==> src/rtl/stall_ctrl.sv <==
// Pipeline hazard controller: Tuse/Tnew data stalls plus a mult/div busy tracker.
// Optional stall performance counter enabled by defining STALL_PERF_EN.
module stall_ctrl #(
  parameter int MULT_CYCLES = 5,
  parameter int DIV_CYCLES  = 10,
  parameter int CNT_W       = 4
) (
  input  logic        clk,
  input  logic        reset,
  input  logic [4:0]  Rs_ID,
  input  logic [4:0]  Rt_ID,
  input  logic [1:0]  Tuse_rs_ID,
  input  logic [1:0]  Tuse_rt_ID,
  input  logic        RegWrite_EX,
  input  logic        RegWrite_MEM,
  input  logic [4:0]  A3_EX,
  input  logic [4:0]  A3_MEM,
  input  logic [1:0]  Tnew_EX,
  input  logic [1:0]  Tnew_MEM,
  input  logic        MD_ID,
  input  logic        Start_EX,
  input  logic        MDOp_EX,
  output logic        En_PC,
  output logic        En_IF_ID,
  output logic        Clr_ID_EX,
  output logic        Busy,
  output logic [31:0] Stall_Cnt
);

  typedef enum logic {IDLE, BUSY} state_t;

  state_t           state_reg;
  logic [CNT_W-1:0] cnt_reg;
  logic [CNT_W-1:0] load_next;
  logic             busy_reg;

  logic [4:0] src  [2];
  logic [1:0] tuse [2];
  logic [1:0] op_stall;
  logic       md_stall;
  logic       stall;

  assign src[0]  = Rs_ID;
  assign src[1]  = Rt_ID;
  assign tuse[0] = Tuse_rs_ID;
  assign tuse[1] = Tuse_rt_ID;

  // Tuse = 3 can never be below a 2-bit Tnew, so unused operands drop out naturally.
  generate
    for (genvar gi = 0; gi < 2; gi++) begin : g_operand
      logic hit_ex;
      logic hit_mem;
      assign hit_ex  = RegWrite_EX  && (A3_EX  == src[gi]) && (tuse[gi] < Tnew_EX);
      assign hit_mem = RegWrite_MEM && (A3_MEM == src[gi]) && (tuse[gi] < Tnew_MEM);
      assign op_stall[gi] = (src[gi] != 5'd0) && (hit_ex || hit_mem);
    end
  endgenerate

  assign md_stall = MD_ID && (Start_EX || busy_reg);
  // Reset forces the pipeline free-running regardless of hazard inputs.
  assign stall    = !reset && ((|op_stall) || md_stall);

  assign En_PC     = !stall;
  assign En_IF_ID  = !stall;
  assign Clr_ID_EX = stall;
  assign Busy      = busy_reg;

  assign load_next = MDOp_EX ? CNT_W'(DIV_CYCLES) : CNT_W'(MULT_CYCLES);

  always_ff @(posedge clk or posedge reset) begin
    if (reset) begin
      state_reg <= IDLE;
      cnt_reg   <= '0;
      busy_reg  <= 1'b0;
    end else begin
      case (state_reg)
        IDLE: begin
          if (Start_EX) begin
            state_reg <= BUSY;
            cnt_reg   <= load_next;
            busy_reg  <= 1'b1;
          end
        end
        BUSY: begin
          // A Start arriving here is ignored; the count is never reloaded mid-operation.
          cnt_reg <= cnt_reg - 1'b1;
          if (cnt_reg == CNT_W'(1)) begin
            state_reg <= IDLE;
            busy_reg  <= 1'b0;
          end
        end
        default: begin
          state_reg <= IDLE;
          cnt_reg   <= '0;
          busy_reg  <= 1'b0;
        end
      endcase
    end
  end

`ifdef STALL_PERF_EN
  logic [31:0] stall_cnt_reg;

  always_ff @(posedge clk or posedge reset) begin
    if (reset) begin
      stall_cnt_reg <= 32'd0;
    end else if (stall) begin
      stall_cnt_reg <= stall_cnt_reg + 32'd1;
    end
  end

  assign Stall_Cnt = stall_cnt_reg;
`else
  assign Stall_Cnt = 32'd0;
`endif

endmodule

==> config.mk <==
export PLATFORM = sky130hd
export DESIGN_NAME = stall_ctrl
export DESIGN_NICKNAME = d
export VERILOG_FILES = /design/src/rtl/stall_ctrl.sv
export SDC_FILE = /design/constraint.sdc
export NUM_CORES = 1
export LEC_CHECK = 0
export CORE_MARGIN = 1
export CORE_UTILIZATION = 56
export CTS_BUF_LIST = sky130_fd_sc_hd__clkbuf_8 sky130_fd_sc_hd__clkbuf_16
export CTS_CLUSTER_SIZE = 40
export DETAILED_ROUTE_END_ITERATION = 10
export DONT_BUFFER_PORTS = 1
export GPL_ROUTABILITY_DRIVEN = 0
export PLACE_DENSITY_LB_ADDON = 0.3
export SYNTH_ARGS = -nofsm -noshare
export SYNTH_HDL_FRONTEND = slang
export SYNTH_SLANG_ARGS = --single-unit
export TNS_END_PERCENT = 50
==> constraint.sdc <==
create_clock -name clk -period 1.7 [get_ports clk]
set_input_delay 0.34 -clock clk [delete_from_list [all_inputs] [get_ports clk]]
set_output_delay 0.34 -clock clk [all_outputs]
set_load 0.03 [all_outputs]
After elaboration in Yosys (flattened, before gate mapping)

Cells that the tools add are included.

Add/subtract/negate cells: 1
Magnitude comparators: 4
Eq/ne operators: 7
Mux-type cells: 9
Bitwise operators: 1
Reduce and logical (&&, ||, !) cells: 22

Operators by type and width:

| operator              | count |
|---|---|
| $eq A5 B5 Y1          | 4 |
| $logic_and A1 B1 Y1   | 12 |
| $reduce_bool A5 Y1    | 2 |
| $lt A2 B2 Y1          | 4 |
| $mux W4               | 2 |
| $pmux W4 S2           | 1 |
| $eq A4 B1 Y1 const B  | 1 |
| $logic_or A1 B1 Y1    | 4 |
| $mux W1               | 4 |
| $pmux W1 S2           | 2 |
| $sub A4 B1 Y4 const B | 1 |
| $logic_not A1 Y1      | 2 |
| $ne A2 B1 Y1 const B  | 1 |
| $ne A2 B2 Y1 const B  | 1 |
| $reduce_and A2 Y1     | 1 |
| $reduce_or A2 Y1      | 1 |
| $not A1 Y1            | 1 |

Register bits after elaboration: 6
Logic and storage cells: 47

Depth between registers and ports, before layout

Depth after elaboration: 9
Depth in mapped cells: 8

Worst setup path after synthesis

Ideal clock, no wire load.

Path type: input port to output port
Start point: input port Rt_ID[0]
End point: output port En_PC
Arrival time: 1867 ps
Slack: -507 ps
Cell stages on the path: 5
Buffers on the path: 1
Cell sequence: or4_1 > nor2_1 > o22ai_1 > a21oi_1 > buf_4

Longest elaborated chain between the ends: 9

RTL lines:

| element                                                    | line   | text |
|---|---|---|
| start: declaration                                         | 11     | `input logic [4:0] Rt_ID,` |
| $eq A5 B5 Y1, on equally long branches                     | 53, 54 |  |
| $logic_and A1 B1 Y1, on equally long branches (2 in a row) | 53, 54 |  |
| $logic_or A1 B1 Y1                                         | 55     | `assign op_stall[gi] = (src[gi] != 5'd0) && (hit_ex \|\| hit_mem);` |
| $logic_and A1 B1 Y1 (*)                                    | 55     |  |
| $reduce_or A2 Y1 (*)                                       | 61     | `assign stall = !reset && ((\|op_stall) \|\| md_stall);` |
| $logic_or A1 B1 Y1 (*)                                     | 61     |  |
| $logic_and A1 B1 Y1 (*)                                    | 61     |  |
| $logic_not A1 Y1 (*)                                       | -      |  |
| end: declaration                                           | 23     | `output logic En_PC,` |

Every way passes the cells marked *; elsewhere a longest branch is shown, timed or not.

Worst setup path in the final report

Start point: input port Tnew_MEM[1]
End point: output port En_PC

Longest elaborated chain between the ends: 8

RTL lines:

| element                 | line | text |
|---|---|---|
| start: declaration      | 19   | `input logic [1:0] Tnew_MEM,` |
| $lt A2 B2 Y1            | 54   | `assign hit_mem = RegWrite_MEM && (A3_MEM == src[gi]) && (tuse[gi] < Tnew_MEM);` |
| $logic_and A1 B1 Y1     | 54   |  |
| $logic_or A1 B1 Y1      | 55   |  |
| $logic_and A1 B1 Y1     | 55   |  |
| $reduce_or A2 Y1 (*)    | 61   |  |
| $logic_or A1 B1 Y1 (*)  | 61   |  |
| $logic_and A1 B1 Y1 (*) | 61   |  |
| $logic_not A1 Y1 (*)    | -    |  |

Marks and branches as above.

==> flow_summary.toml <==
[worst_setup_path]
worstPathRequired_ps = 1360
worstSetupPathType = "in -> out"
worstPathMaxFanout = 2
r2r_slack_ps = 530
crit_path_end_kind = "primary output"
arrival_ps = 1570
cp-start-kind = "primary input"

[drt]
wl_mm = 1.86
drtPass1Iterations = 7
via_count = 736
antenna_left = 0
wire_per_inst_um = 13.0
via_per_inst = 5.15
drc = 5
first_iter_violations = 11

[layout]
nets = 170
fin_util_pct = 64.4
n_antenna_cell = 0
largest_reg_flops = 4
n_fill_cell = 133
postLayoutCellArea_um2 = 1000
syn_to_final_growth_pct = 2.95
layout-drive-gt1-share_pct = 14.2

[sta]
rsz0062_at_grt = "true"
slew_viol_final = 0
fin_skew_ps = 3.16
finalSetupViolCount = 3
worst_slew_pin_slew_ps = 513
min_period_over_period_pct = 112
fin_crit_ps = 1910
worst_slack_ps = -208
hold-worst-slack_ps = 93.4
hold_viol_final = 0
relSlewSlack_pct = 65.7
fmax_mhz = 524

[clock_tree]
cts_root_buf = "clkbuf_8"
cts-buffers-inserted = 3
post_cts_buffers = 0
numClockSinks = 6
clk_path_buf_depth = 2
clk_pin_slew_ps = 40
htree_num_levels = 1
tritoncts = "done"
clk_latency_ps = 220

[floorplanning]
dieArea_um2 = 1910
ios = 71
rows = 14
die_x_um = 43.7
core-area_um2 = 1560
die_y_um = 43.7
start_util_pct = 62.5

[yosys]
syn_area_um2 = 975
yosysWarnings = 0
synth_top_area_share_pct = 25.4
synth-edff-count = 0
syn-instance-count = 124
ys_seq_area_share_pct = 15.4
yosys.cell_types.count = 26
ys.flop_type = "dfrtp_1"
yosys_register_bits = 6
async_flop_share_pct = 100
ys_top_cells_by_count = "33 x buf_4, 20 x xor2_1, 8 x inv_1, 8 x nor2_1"
avgSynthCellArea_um2 = 7.86
yosysMostFrequentCell = "buf_4"
yosysTopAreaCell = "buf_4"
yosys-top-cells-area = "buf_4 25%, xor2_1 18%, dfrtp_1 15%, ha_1 7.7%, a211oi_1 3.1%"

[global_routing]
grt_pass1_vias = 708
antenna_found_initial = 0
grt_max_degree = 13
gr-usage-all-layers_pct = 22.1
grt_overflow_total = 0
grt_first_pass_wirelength_mm = 3.13

[hold_path]
hold_class = "in -> async"

[run]
max_cap_viol_count = 0

[status]
violations = "DRC, setup timing"
status = "complete, but fails checks"

[place]
placed_cell_area_um2 = 915
place_hpwl_mm = 1.52
portBuffers = 0

[power_and_ir_drop]
cellPowerDensity_nw_per_um2 = 934
vdd_drop_max_v = 0.000557
leakage_nw = 0.484
-- routing by layer --
layer / routed length (µm) / vias up / GRT usage (%)
li1: - / 354 / -
met1: 722 / 334 / 26.7
met2: 956 / 46 / 39.4
met3: 176 / 2 / 5.83
met4: 6 / 0 / 3.75
met5: 0 / - / 0
-- metrics by stage --
stage | TNS, ps | setup slack [ps] | power, mW | std cells
5_1_grt | -787 | -281 | 1.02 | 143
3_3_place_gp | -572 | -229 | 0.685 | 140
4_1_cts | -548 | -200 | 0.937 | 143
2_1_floorplan | -303 | -162 | 0.688 | 155
6_report | -571 | -208 | 0.937 | 143
3_5_place_dp | -739 | -287 | 0.700 | 140
-- worst max-delay path, stage by stage --
cell	delay, ps
inv_1	30
ha_1	170
or2b_4	260
nor4_4	140
a22oi_1	130
o22ai_2	220
a21oi_4	90
buf_12	170
-- placed cells by master, fill, tap and decap left out, drive strengths merged --
| cell type | netlist | routed |
|---|---|---|
| conb | 1 | 32 |
| xor2 | 20 | 20 |
| nor2 | 8 | 8 |
| inv | 8 | 8 |
| dfrtp | 6 | 6 |
| ha | 6 | 6 |
| a21oi | 5 | 5 |
| nand2 | 4 | 4 |
| nand2b | 4 | 4 |
| nor4 | 4 | 4 |
| a211oi | 4 | 4 |
| or2b | 4 | 4 |
| o21ai | 3 | 3 |
| clkbuf | 1 | 3 |
| buf | 33 | 3 |
| a31oi | 2 | 2 |
| or4 | 2 | 2 |
| a22oi | 2 | 2 |
| nor3 | 1 | 1 |
| nor2b | 1 | 1 |
| a311oi | 1 | 1 |
| nand3b | 1 | 1 |
| o22ai | 1 | 1 |
| nor3b | 1 | 1 |
| a21o | 1 | 1 |
-- kinds of logic after synthesis --
kind of cell / after synthesis / share of synthesized area, %
compound gates: 19 / 12.3
xor+xnor: 20 / 18.0
fa+ha+maj: 6 / 7.70
buf+inv: 42 / 28.9
flops: 6 / 15.4
other cells: 1 / 0.385
simple gates: 30 / 17.3
-- timing repair --
action                     CTS  global route
setup endpoints to repair    3             3
pin swaps                    3             0
resized for setup           10             0
hold buffers                 0             0
-- final cells by class --
type	count	area [µm²]	share of cell area, %
clock buffer	3	41.3	4.11
tap	16	20.0	2.00
multi-input combinational	107	727	72.4
inverter	8	30.0	2.99
sequential	6	150	15.0
timing repair buffer	3	35.0	3.49
-- power by group --
part	leakage, nW	total, mW	internal, mW	switching, mW
clock network	0.0216	0.212	0.152	0.0604
registers	0.0697	0.289	0.211	0.0783
logic	0.393	0.436	0.161	0.275
total	0.484	0.937	0.524	0.414
-- worst paths after layout --
kind / start / cells past startpoint / to
worst max register to register: cnt_reg[0] / 6 / cnt_reg[2]
min in group clk: Start_EX / 2 / Busy
worst max-delay path: Tnew_MEM[1] / 8 / En_PC
worst min register to register: cnt_reg[3] / 2 / cnt_reg[3]
max in group asynchronous: reset / 2 / cnt_reg[1]
worst min-delay path: reset / 2 / cnt_reg[2]
Power figures use the tool's default switching activity.
